$ cat src/rtl/alu_rr_arbiter_if.sv
// Bundle of signals between the issue ports, the round-robin ALU arbiter
// and the shared ALU.
//   slave  : arbiter side. Takes requests and the ALU result. Drives grants,
//            ALU operands and responses.
//   master : requester/ALU side, the mirror image of slave.
// Signals:
//   flush               kill in-flight ops, block issue this cycle
//   req_valid/req_ready per-requester handshake (ready is one-hot grant)
//   req_a/req_b/req_sel packed per-requester operands and op select
//   alu_a/alu_b/alu_sel registered operands to the ALU
//   alu_result          registered ALU result
//   rsp_valid           one-hot response strobe
//   rsp_result/rsp_zero/rsp_err  shared response payload
interface alu_rr_arbiter_if #(
  parameter int WIDTH   = 32,
  parameter int NUM_REQ = 2
);
  logic                       flush;
  logic [NUM_REQ-1:0]         req_valid;
  logic [NUM_REQ-1:0]         req_ready;
  logic [NUM_REQ*WIDTH-1:0]   req_a;
  logic [NUM_REQ*WIDTH-1:0]   req_b;
  logic [NUM_REQ*4-1:0]       req_sel;
  logic [WIDTH-1:0]           alu_a;
  logic [WIDTH-1:0]           alu_b;
  logic [3:0]                 alu_sel;
  logic [WIDTH-1:0]           alu_result;
  logic [NUM_REQ-1:0]         rsp_valid;
  logic [WIDTH-1:0]           rsp_result;
  logic                       rsp_zero;
  logic                       rsp_err;

  modport slave (
    input  flush, req_valid, req_a, req_b, req_sel, alu_result,
    output req_ready, alu_a, alu_b, alu_sel,
           rsp_valid, rsp_result, rsp_zero, rsp_err
  );

  modport master (
    output flush, req_valid, req_a, req_b, req_sel, alu_result,
    input  req_ready, alu_a, alu_b, alu_sel,
           rsp_valid, rsp_result, rsp_zero, rsp_err
  );
endinterface

$ cat src/rtl/alu_rr_arbiter.sv
// Round-robin arbiter sharing one registered ALU (1-cycle latency) between
// NUM_REQ requesters. It issues one op per cycle with no bubbles. Each result
// is returned to its issuer two cycles after the handshake, together with a
// zero flag and a divide-by-zero flag.
// Ports:
//   clk  clock, all state updates on posedge
//   rst  synchronous active-high reset
//   bus  alu_rr_arbiter_if.slave. Holds the request handshake, the ALU
//        operands and result, and the responses.
module alu_rr_arbiter #(
  parameter int WIDTH   = 32,
  parameter int NUM_REQ = 2
) (
  input  logic                 clk,
  input  logic                 rst,
  alu_rr_arbiter_if.slave      bus
);
  localparam int GW = (NUM_REQ > 1) ? $clog2(NUM_REQ) : 1;

  logic [GW-1:0]      ptr;
  logic [NUM_REQ-1:0] grant;
  logic [GW-1:0]      grant_idx;
  logic               grant_any;

  logic [WIDTH-1:0]   alu_a_q, alu_b_q;
  logic [3:0]         alu_sel_q;

  logic               s1_valid, s1_err;
  logic [GW-1:0]      s1_tag;
  logic               s2_valid, s2_err;
  logic [GW-1:0]      s2_tag;

  logic [WIDTH-1:0]   gnt_a, gnt_b;
  logic [3:0]         gnt_sel;
  logic               gnt_div0;
  logic [NUM_REQ-1:0] rsp_vec;

  // Rotate ptr by k places. The wrap is explicit because NUM_REQ need not be
  // a power of two.
  function automatic logic [GW-1:0] rot(input logic [GW-1:0] p, input int k);
    int s;
    s = int'(p) + k;
    if (s >= NUM_REQ) s = s - NUM_REQ;
    return GW'(s);
  endfunction

  // Grant the first valid requester at or above ptr. Ready never waits on
  // anything but valid, so requesters must not gate valid on ready.
  always_comb begin
    logic [GW-1:0] cand;
    grant     = '0;
    grant_idx = '0;
    grant_any = 1'b0;
    cand      = '0;
    for (int k = 0; k < NUM_REQ; k++) begin
      cand = rot(ptr, k);
      if (!grant_any && bus.req_valid[cand]) begin
        grant_any       = 1'b1;
        grant[cand]     = 1'b1;
        grant_idx       = cand;
      end
    end
    if (bus.flush || rst) begin
      grant     = '0;
      grant_any = 1'b0;
    end
  end

  always_comb begin
    gnt_a    = bus.req_a[int'(grant_idx)*WIDTH +: WIDTH];
    gnt_b    = bus.req_b[int'(grant_idx)*WIDTH +: WIDTH];
    gnt_sel  = bus.req_sel[int'(grant_idx)*4 +: 4];
    gnt_div0 = ((gnt_sel == 4'h4) || (gnt_sel == 4'h5)) && (gnt_b == '0);
  end

  always_ff @(posedge clk) begin
    if (rst) begin
      ptr       <= '0;
      alu_a_q   <= '0;
      alu_b_q   <= '0;
      alu_sel_q <= '0;
      s1_valid  <= 1'b0;
      s1_err    <= 1'b0;
      s1_tag    <= '0;
      s2_valid  <= 1'b0;
      s2_err    <= 1'b0;
      s2_tag    <= '0;
    end else begin
      if (grant_any) begin
        ptr       <= (grant_idx == GW'(NUM_REQ - 1)) ? '0 : grant_idx + GW'(1);
        alu_a_q   <= gnt_a;
        alu_b_q   <= gnt_b;
        alu_sel_q <= gnt_sel;
        s1_tag    <= grant_idx;
        s1_err    <= gnt_div0;
      end
      // Without a handshake the ALU operands hold their values. The result of
      // that idle cycle is not delivered because s1_valid drops.
      s1_valid <= grant_any;
      // The op in s1 is still waiting on the ALU, so flush kills it here. The
      // op already in s2 is delivered this cycle.
      s2_valid <= s1_valid & ~bus.flush;
      s2_tag   <= s1_tag;
      s2_err   <= s1_err;
    end
  end

  always_comb begin
    rsp_vec = '0;
    for (int i = 0; i < NUM_REQ; i++) begin
      if (s2_valid && (s2_tag == GW'(i))) rsp_vec[i] = 1'b1;
    end
  end

  assign bus.req_ready  = grant;
  assign bus.alu_a      = alu_a_q;
  assign bus.alu_b      = alu_b_q;
  assign bus.alu_sel    = alu_sel_q;
  assign bus.rsp_valid  = rsp_vec;
  assign bus.rsp_result = bus.alu_result;
  assign bus.rsp_zero   = (bus.alu_result == '0);
  assign bus.rsp_err    = s2_err & s2_valid;
endmodule

$ cat src/flat_wrapper.sv
// flat-port wrapper written by rule: the top's interface ports become plain ports
module alu_rr_arbiter_flat 
#(
  parameter int WIDTH   = 32,
  parameter int NUM_REQ = 2
)
  (clk, rst, bus_flush, bus_req_valid, bus_req_a, bus_req_b, bus_req_sel, bus_alu_result, bus_req_ready, bus_alu_a, bus_alu_b, bus_alu_sel, bus_rsp_valid, bus_rsp_result, bus_rsp_zero, bus_rsp_err);
  alu_rr_arbiter_if #(.WIDTH(WIDTH), .NUM_REQ(NUM_REQ)) bus_i ();
  input  logic clk;
  input  logic rst;
  input wire logic [$bits(bus_i.flush)-1:0] bus_flush;
  input wire logic [$bits(bus_i.req_valid)-1:0] bus_req_valid;
  input wire logic [$bits(bus_i.req_a)-1:0] bus_req_a;
  input wire logic [$bits(bus_i.req_b)-1:0] bus_req_b;
  input wire logic [$bits(bus_i.req_sel)-1:0] bus_req_sel;
  input wire logic [$bits(bus_i.alu_result)-1:0] bus_alu_result;
  output wire logic [$bits(bus_i.req_ready)-1:0] bus_req_ready;
  output wire logic [$bits(bus_i.alu_a)-1:0] bus_alu_a;
  output wire logic [$bits(bus_i.alu_b)-1:0] bus_alu_b;
  output wire logic [$bits(bus_i.alu_sel)-1:0] bus_alu_sel;
  output wire logic [$bits(bus_i.rsp_valid)-1:0] bus_rsp_valid;
  output wire logic [$bits(bus_i.rsp_result)-1:0] bus_rsp_result;
  output wire logic [$bits(bus_i.rsp_zero)-1:0] bus_rsp_zero;
  output wire logic [$bits(bus_i.rsp_err)-1:0] bus_rsp_err;
  assign bus_i.flush = bus_flush;
  assign bus_i.req_valid = bus_req_valid;
  assign bus_i.req_a = bus_req_a;
  assign bus_i.req_b = bus_req_b;
  assign bus_i.req_sel = bus_req_sel;
  assign bus_i.alu_result = bus_alu_result;
  assign bus_req_ready = bus_i.req_ready;
  assign bus_alu_a = bus_i.alu_a;
  assign bus_alu_b = bus_i.alu_b;
  assign bus_alu_sel = bus_i.alu_sel;
  assign bus_rsp_valid = bus_i.rsp_valid;
  assign bus_rsp_result = bus_i.rsp_result;
  assign bus_rsp_zero = bus_i.rsp_zero;
  assign bus_rsp_err = bus_i.rsp_err;
  alu_rr_arbiter #(.WIDTH(WIDTH), .NUM_REQ(NUM_REQ)) u_core (.clk(clk), .rst(rst), .bus(bus_i));
endmodule
$ cat config.mk
export PLATFORM = sky130hd
export DESIGN_NAME = alu_rr_arbiter_flat
export DESIGN_NICKNAME = d
export VERILOG_FILES = /design/src/rtl/alu_rr_arbiter_if.sv /design/src/rtl/alu_rr_arbiter.sv /design/src/flat_wrapper.sv
export SDC_FILE = /design/constraint.sdc
export NUM_CORES = 1
export LEC_CHECK = 0
export ABC_CLOCK_PERIOD_IN_PS = 2200
export CORE_AREA = 2 2 109 111
export CTS_CLUSTER_SIZE = 28
export DETAILED_ROUTE_END_ITERATION = 8
export DIE_AREA = 0 0 111 113
export DONT_BUFFER_PORTS = 1
export PLACE_DENSITY_LB_ADDON = 0.15
export SKIP_LAST_GASP = 1
export SLEW_MARGIN = 5
export SYNTH_ARGS = -nofsm -noshare
export SYNTH_HDL_FRONTEND = slang
export SYNTH_SLANG_ARGS = --single-unit
$ cat constraint.sdc
create_clock -name clk -period 2.2 [get_ports clk]
set_input_delay 0.33 -clock clk [delete_from_list [all_inputs] [get_ports clk]]
set_output_delay 0.33 -clock clk [all_outputs]
set_load 0.03 [all_outputs]
-- Word-level counts from Yosys, hierarchy flattened
Index checks and enable logic that the tools add are counted.
- equal/unequal tests: 2
- shifts and indexed selects: 3
- div/mod/pow operators: 0
- bitwise gates (word level): 5
- multiply operators: 0
- $add $sub $neg: 4
- $lt $le $gt $ge: 6
- mux-type cells: 21
- reduce and logical (&&, ||, !) cells: 11
- operator list (operator ; number):
    $shiftx A64 B7 Y32 ; 2
    $logic_not A32 Y1 ; 2
    $mux W1 ; 16
    $eq A4 B3 Y1 const B ; 2
    $shiftx A8 B4 Y4 ; 1
    $logic_and A1 B1 Y1 ; 6
    $mux W2 ; 3
    $lt A1 B2 Y1 const B ; 2
    $add A1 B1 Y2 const B ; 1
    $and A1 B1 Y1 ; 2
    $demux W1 S1 ; 2
    $ge A1 B1 Y1 const B ; 2
    $ge A1 B2 Y1 const B ; 1
    $ge A2 B2 Y1 const B ; 1
    $logic_or A1 B1 Y1 ; 2
    $not A1 Y1 ; 2
    $or A2 B2 Y2 ; 1
    $sub A1 B1 Y1 const B ; 2
    $add A1 B1 Y1 const B ; 1
    $logic_not A1 Y1 ; 1
- memory bits (read-only): 0
- RAM bits: 0
- word-level logic and storage cells: 62
- memories: 0
- output and inout bits: 106
- input bits: 173
- latch bits: 0
- register bits after elaboration: 75

-- Depth between registers and ports, before layout
Gate-level depths: netlist (run 1).
- depth after elaboration: 12
- mapped depth: 6
- mapped depth without buffers: 5

-- Least setup slack after synthesis (run 1)
Ideal clock, no wire load.
- path type: input -> output
- from: in bus_alu_result[24]
- to: out bus_rsp_zero
- path buffers: 0
- data arrival time: 1122 ps
- path slack: 748 ps
- data required time: 1870 ps
- stages: 3
- cell sequence: nor4_1 > nand4_1 > nor2_1
- cells in the longest elaborated chain, start to end: 1
- ends and longest elaborated chain (element ; RTL line ; text):
    start, declared ; flat_wrapper.sv:16 ; input wire logic [$bits(bus_i.alu_result)-1:0] bus_alu_result;
    $logic_not A32 Y1 ; alu_rr_arbiter.sv:121 ; assign bus.rsp_zero = (bus.alu_result == '0);
    end, declared ; flat_wrapper.sv:23 ; output wire logic [$bits(bus_i.rsp_zero)-1:0] bus_rsp_zero;
Every way passes these cells.

-- Worst setup path after layout (run 1)
- from: reg u_core.ptr
- to: out bus_req_ready[1]
- cells in the longest elaborated chain, start to end: 10
- elaborated cells on any way between the ends: 28
- classes of those cells: add/sub: 3; order compare: 6; mux: 14; bitwise: 1; reduce/logical: 4
- ends and longest elaborated chain (element ; RTL line ; text):
    start, declared ; alu_rr_arbiter.sv:20 ; logic [GW-1:0] ptr;
    start signal, assigned ; alu_rr_arbiter.sv:90 ; ptr <= (grant_idx == GW'(NUM_REQ - 1)) ? '0 : grant_idx + GW'(1);
    $add A1 B1 Y2 (tied with other cells) ; alu_rr_arbiter.sv:42 ; s = int'(p) + k;
    $ge A2 B2 Y1 (tied with other cells) ; alu_rr_arbiter.sv:43 ; if (s >= NUM_REQ) s = s - NUM_REQ;
    $mux W1 (tied with other cells) ; alu_rr_arbiter.sv:43 ;
    $lt A1 B2 Y1 (not written as such) (tied with other cells) ; alu_rr_arbiter.sv:59 ; grant[cand] = 1'b1;
    $logic_and A1 B1 Y1 (not written as such) / $mux W1 (equally long branches) ; alu_rr_arbiter.sv:59 ;
    $mux W1 (not written as such) / $demux W1 S1 (equally long branches) ; - ;
    $demux W1 S1 / $mux W2 (equally long branches) ; - ;
    $or A2 B2 Y2 (no line) ; - ;
    $mux W2 (*) ; alu_rr_arbiter.sv:57 ; if (!grant_any && bus.req_valid[cand]) begin
    $mux W2 (*) ; alu_rr_arbiter.sv:63 ; if (bus.flush || rst) begin
    end, declared ; flat_wrapper.sv:17 ; output wire logic [$bits(bus_i.req_ready)-1:0] bus_req_ready;
Every way passes the cells marked *; elsewhere a longest branch is shown, timed or not. The select of a mux whose other input is x is not followed.

==> impl_metrics.py, run 1 <==
metrics = {
    "run_status": {
        "status": "finished, final reports clean",
    },
    "layout": {
        "layout_commonest_cell": "dfxtp_1",
        "final_cell_mix": "dfxtp_1 (75), nor2_1 (37), mux2i_1 (34), nand3b_1 (34), o21ai_0 (34)",
        "antenna_cells": 0,
        "num-nets-final": 494,
        "syn_to_final_growth_pct": 5.095,
        "fillCellCount": 1144,
        "seq_area_sq_mm": 0.001501,
        "finalNonFillerCells": 469,
        "drive_gt1_share_pct": 9.816,
        "multi_input_area_sq_mm": 0.001620,
    },
    "clock_tree": {
        "clkLatencyLatePin_ns": 0.33,
        "cts_made_buffers": 9,
        "root_buffer": "clkbuf_16",
        "cts.sinks": 75,
        "cts-htree-levels": 3,
        "cts_resized": 0,
        "tritoncts": "done",
        "hold_buffers": 0,
        "cts_setup_buffers": 0,
        "clockBufferDepth": 2,
        "clkTransAtPathRegs_ns": 0.06,
    },
    "place": {
        "port_buffers": 0,
        "dp.cells": 453,
        "hpwl_microns": 7327,
        "gp_congestion": 0.8677,
    },
    "sta": {
        "finalSetupTns_ns": 0,
        "finalHoldViolCount": 0,
        "rsz0062_at_grt": "false",
        "setup_viol": 0,
        "slew_violations": 0,
        "slew_headroom_pct": 34.94,
        "fin_crit_ns": 2.042,
        "fin_crit_sh_pct": 92.80,
        "finalClockSkew_ns": 0.006822,
        "worstMarginPinSlew_ns": 0.9722,
        "max_freq_ghz": 0.4898,
    },
    "logic_synthesis": {
        "synth_cells": 363,
        "synthAdderAreaFrac_pct": 0,
        "synthTopCellsByArea": "dfxtp_1 (42%), mux2i_1 (9.6%), a222oi_1 (9.3%)",
        "ys_seq_area_share_pct": 42.46,
        "synthMuxAreaShare_pct": 9.625,
        "ys_ff_latch": 75,
        "yosys.area.top_type": "dfxtp_1",
        "yosysTopAreaCellShare_pct": 42.46,
        "syn_area_sq_mm": 0.003536,
        "synth_compound_area_share_pct": 16.84,
        "netlist-cell-type-count": 30,
        "synthSimpleGateAreaFrac_pct": 19.14,
        "synth_top_family_by_area": "simple AND/OR/NAND/NOR gates",
        "synth.avg_cell_area_sq_um": 9.741,
        "synth.net_count": 536,
        "yosysWarnings": 0,
        "synth_xor_area_share_pct": 0,
    },
    "drt": {
        "dr.first_iter.drc_count": 236,
        "vias_per_cell": 5.810,
        "route.detailed.drc": 0,
        "wl_per_cell_microns": 20.81,
        "drtAntennaViolNets": 0,
        "drt_first_pass_iters": 7,
        "wl_microns": 9758,
        "num_vias": 2725,
    },
    "floorplanning": {
        "row_count": 39,
        "core_area_sq_mm": 0.01127,
        "die-area_sq_mm": 0.01254,
        "start_util_pct": 31.37,
        "die_y_microns": 113,
        "die_x_microns": 111,
        "io_pins": 279,
    },
    "global_route": {
        "globalRouteOverflowTotal": 0,
        "grt_pass1_vias": 2626,
        "antenna_found_initial": 0,
        "grt_usage_pct": 14.85,
        "grt_pass1_wl_microns": 14260,
        "grt_max_degree": 76,
    },
    "hold_path": {
        "min_path_type": "input pin to flip-flop",
    },
    "critical_path": {
        "cp.required_ns": 1.87,
        "crit_path_end_kind": "output pin",
        "crit_arrival_ns": 1.71,
        "worst_path_largest_cell_delay_ns": 0.46,
        "path_cells": "o21ai_4, nor3_4, buf_6, buf_12",
        "crit_slowest_cell": "dfxtp_1",
        "cp-start-kind": "flip-flop",
        "crit_fanout": 34,
        "path_class": "flip-flop to output pin",
    },
    "pwr": {
        "power.density_mw_per_mm2": 905.2,
        "leakagePower_nw": 1.384,
        "ir_drop_v": 0.0003422,
    },
    "job": {
        "cap_violations": 0,
    },
}
per-layer routing:
metal | part of all wire (%) | track usage (%)
met1 | 38 | 16.34
met2 | 50 | 24.66
met3 | 10 | 6.909
met4 | 2.1 | 6.667
met5 | 0 | 0
worst max-delay path: cells and delay by family, from the launching register on:
kind,cells,cell delay (ns)
compound gates,1,0.20
simple gates,1,0.25
flops,1,0.46
buf+inv,2,0.47
report_power, final:
group          total [mW]  switching (mW)  leakage (nW)  internal (mW)
Clock                1.44           0.564         0.143          0.880
Combinational       0.258           0.131         0.626          0.127
Sequential           1.66           0.219         0.615           1.44
Total                3.36           0.914          1.38           2.45
kinds of logic (layout without fill, tap and decap cells):
kind of cell,Yosys count,in the layout
flops,75,75
simple gates,115,115
mux,34,34
buf+inv,63,26
compound gates,76,76
area by class of cell:
class | count | area share [%]
multi-input combinational | 225 | 43.60
timing repair buffer | 8 | 3.064
sequential | 75 | 40.40
inverter | 2 | 0.2020
tap | 143 | 4.815
clock inverter | 6 | 1.751
clock buffer | 10 | 6.162
synthesized netlist by cell type (all sizes together):
cell type and instances:
or4 1, nor2 37, a22oi 1, a21oi 3, nor2b 3, buf 47, and2 3, o21ba 1
inv 2, dfxtp 75, mux2i 34, a222oi 33, o21ai 36, o31ai 1, nand3b 34, o22a 1
nor3 3, nor4 24, clkbuf 14, nand4b 1, nand4 5, nand2 4
flip-flops by register name, indices dropped and copies added, names as in the netlist:
| name | flops |
|---|---|
| u_core.s1_err | 1 |
| u_core.bus.alu_a | 32 |
| u_core.s2_valid | 1 |
| u_core.s1_tag | 1 |
| u_core.s2_err | 1 |
| u_core.bus.alu_b | 32 |
| u_core.s1_valid | 1 |
| u_core.s2_tag | 1 |
| u_core.ptr | 1 |
| u_core.bus.alu_sel | 4 |
stage by stage:
step | power (mW) | worst slack [ns] | hold WS [ns] | utilization (%) | area, sq um
2_1_floorplan | 2.009 | 0.7478 | 0.4057 | - | 3536
3_3_place_gp | 1.952 | 0.4103 | 0.4155 | 30.33 | 3418
3_5_place_dp | 1.954 | 0.3666 | 0.4172 | 30.33 | 3418
4_1_cts | 3.423 | 0.03798 | 0.05775 | 32.93 | 3712
5_1_grt | 3.517 | 0.04276 | 0.06866 | 32.97 | 3716
6_report | 3.364 | 0.1583 | 0.09611 | 32.97 | 3716
final timing paths:
path / endpoint / from / slack, ns / cells past startpoint
worst max-delay path: bus_req_ready[1] / u_core.ptr / 0.16 / 4
worst min-delay path: u_core.bus.alu_sel[2] / rst / 0.1 / 1
worst max register to register: u_core.bus.alu_b[10] / u_core.ptr / 0.39 / 5
worst min register to register: u_core.s2_valid / u_core.s1_valid / 0.44 / 1
No activity file was read; power rests on OpenSTA's default activity.
==> run 2: changes to the inputs <==
SETUP_SLACK_MARGIN = 0.05   (was unset)
==> run 2 against run 1 <==
- clock-buffer cell count stayed put
- first-iteration DRC count did not move
- via count is 0.37% higher
- register-to-register slack hardly changed
- die area unchanged
- sequential cell count unchanged
- highest routed layer unchanged
==> impl_metrics.py, run 2 (synthesized netlist as in run 1, its figures left out) <==
metrics = {
    "pwr": {
        "intPower_mw": 2.450,
        "p_sw_mw": 0.9135,
        "p_clk_share_pct": 42.9,
        "swShare_pct": 27.16,
        "power.share.combinational_pct": 7.7,
        "leakagePower_nw": 1.385,
        "ir_drop_v": 0.0003421,
        "seqPwrFrac_pct": 49.4,
        "power.density_mw_per_mm2": 904.3,
    },
    "sta": {
        "setup_viol": 0,
        "finalClockSkew_ns": 0.007261,
        "slew_violations": 0,
        "fin_crit_ns": 2.012,
        "setup_ws_ns": 0.1884,
        "worstMarginPinSlew_ns": 0.9756,
        "fin_crit_sh_pct": 91.44,
        "finalSetupTns_ns": 0,
        "rsz0062_at_grt": "false",
        "max_freq_ghz": 0.4971,
        "slew_headroom_pct": 34.71,
        "finalHoldViolCount": 0,
    },
    "floorplanning": {
        "core_area_sq_mm": 0.01127,
        "die-area_sq_mm": 0.01254,
        "die_x_microns": 111,
        "row_count": 39,
        "io_pins": 279,
        "start_util_pct": 31.37,
        "die_y_microns": 113,
    },
    "clock_tree": {
        "clockBufferDepth": 2,
        "tritoncts": "done",
        "clkTransAtPathRegs_ns": 0.06,
        "clkLatencyLatePin_ns": 0.33,
        "cts.sinks": 75,
        "cts-htree-levels": 3,
        "cts_made_buffers": 9,
        "root_buffer": "clkbuf_16",
    },
    "layout": {
        "final_cell_mix": "dfxtp_1 (75), nor2_1 (37), mux2i_1 (34), nand3b_1 (34), o21ai_0 (34)",
        "drive_gt1_share_pct": 9.816,
        "antenna_cells": 0,
        "stdcell_area_sq_mm": 0.003720,
        "num-nets-final": 494,
        "syn_to_final_growth_pct": 5.202,
        "final_util_pct": 33.00,
        "layout_commonest_cell": "dfxtp_1",
        "fillCellCount": 1144,
    },
    "drt": {
        "route.detailed.drc": 0,
        "wl_microns": 9768,
        "wl_per_cell_microns": 20.83,
        "drtAntennaViolNets": 0,
        "dr.first_iter.drc_count": 236,
        "num_vias": 2735,
        "vias_per_cell": 5.832,
        "drt_first_pass_iters": 5,
    },
    "critical_path": {
        "cp-start-kind": "flip-flop",
        "path_class": "flip-flop to output pin",
        "cp.required_ns": 1.87,
        "crit_fanout": 34,
        "rr_endpoint": "u_core.bus.alu_b[10]",
        "reg2regPathDepth": 5,
        "r2r-start": "u_core.ptr",
        "crit_arrival_ns": 1.68,
        "rrSetupSlack_ns": 0.39,
        "crit_path_end_kind": "output pin",
    },
    "global_route": {
        "grt_usage_pct": 14.85,
        "grt_max_degree": 76,
        "globalRouteOverflowTotal": 0,
        "grt_pass1_vias": 2626,
        "grt_pass1_wl_microns": 14260,
        "antenna_found_initial": 0,
    },
    "hold_path": {
        "hold_path.startpoint": "rst",
        "min_path_type": "input pin to flip-flop",
        "min_path_cells": 1,
        "whs_endpoint": "u_core.bus.alu_sel[2]",
    },
    "place": {
        "gp_congestion": 0.8677,
        "place_area_sq_mm": 0.003418,
        "hpwl_microns": 7327,
        "pre_cts_ws_ns": 0.3666,
        "port_buffers": 0,
    },
    "run_status": {
        "status": "finished, final reports clean",
    },
    "job": {
        "cap_violations": 0,
    },
}
[run 2: cell counts in the layout (fill, tap and decap cells not counted)]
No cell type changed its count.
[run 2: critical path: stages (launching register included)]
cell and delay [ns]:
dfxtp_1 0.45, o21ai_4 0.20, nor3_4 0.27, buf_8 0.27, buf_12 0.15
[run 2: stage by stage]
stage | instances | hold WS (ns) | total power [mW]
6_report | 469 | 0.08420 | 3.364
5_1_grt | 469 | 0.06866 | 3.517
4_1_cts | 469 | 0.05775 | 3.424
3_5_place_dp | 453 | 0.4172 | 1.954
3_3_place_gp | 453 | 0.4155 | 1.952
2_1_floorplan | 363 | 0.4057 | 2.009
[run 2: power groups by stage]
stage	clock [mW]	sequential (mW)	combinational (mW)
6_report	1.44	1.66	0.258
5_1_grt	1.56	1.67	0.289
4_1_cts	1.50	1.66	0.261
3_5_place_dp	0	1.69	0.260
3_3_place_gp	0	1.70	0.256
2_1_floorplan	0	1.67	0.341
[run 2: final cells by class]
| cell class | instances | area (sq um) | area share, % |
|---|---|---|---|
| Clock buffer | 10 | 229.0 | 6.155 |
| Multi-Input combinational cell | 225 | 1620 | 43.56 |
| Sequential cell | 75 | 1501 | 40.36 |
| Timing Repair Buffer | 8 | 117.6 | 3.162 |
| Tap cell | 143 | 178.9 | 4.810 |
| Clock inverter | 6 | 65.06 | 1.749 |
| Inverter | 2 | 7.507 | 0.2018 |
[run 2: worst max path at each step]
| stage | from | to | slack, ns | depth (start not counted) |
|---|---|---|---|---|
| 6_report | u_core.ptr | bus_req_ready[1] | 0.19 | 4 |
| 5_1_grt | u_core.ptr | bus_req_ready[1] | 0.07 | 4 |
| 4_1_cts | u_core.ptr | bus_req_ready[1] | 0.12 | 4 |
| 3_5_place_dp | bus_req_valid[1] | u_core.s1_tag | 0.37 | 4 |
| 3_3_place_gp | bus_req_valid[1] | u_core.s1_tag | 0.41 | 4 |
| 2_1_floorplan | bus_alu_result[24] | bus_rsp_zero | 0.75 | 3 |
[run 2: per-layer routing]
metal	vias to the layer above	wire length (microns)	GRT usage [%]
met5	-	0	0
met4	0	201	6.667
met3	19	970	6.909
met2	187	4864	24.66
met1	1256	3732	16.34
li1	1273	-	-
[run 2: repair_timing]
item                                    4_1_cts  5_1_grt
endpoints found under the setup margin        1        1
hold buffers                                  0        0
endpoints found under the hold margin         0        0
setup buffers                                 0        0
gates resized for setup                       1        1
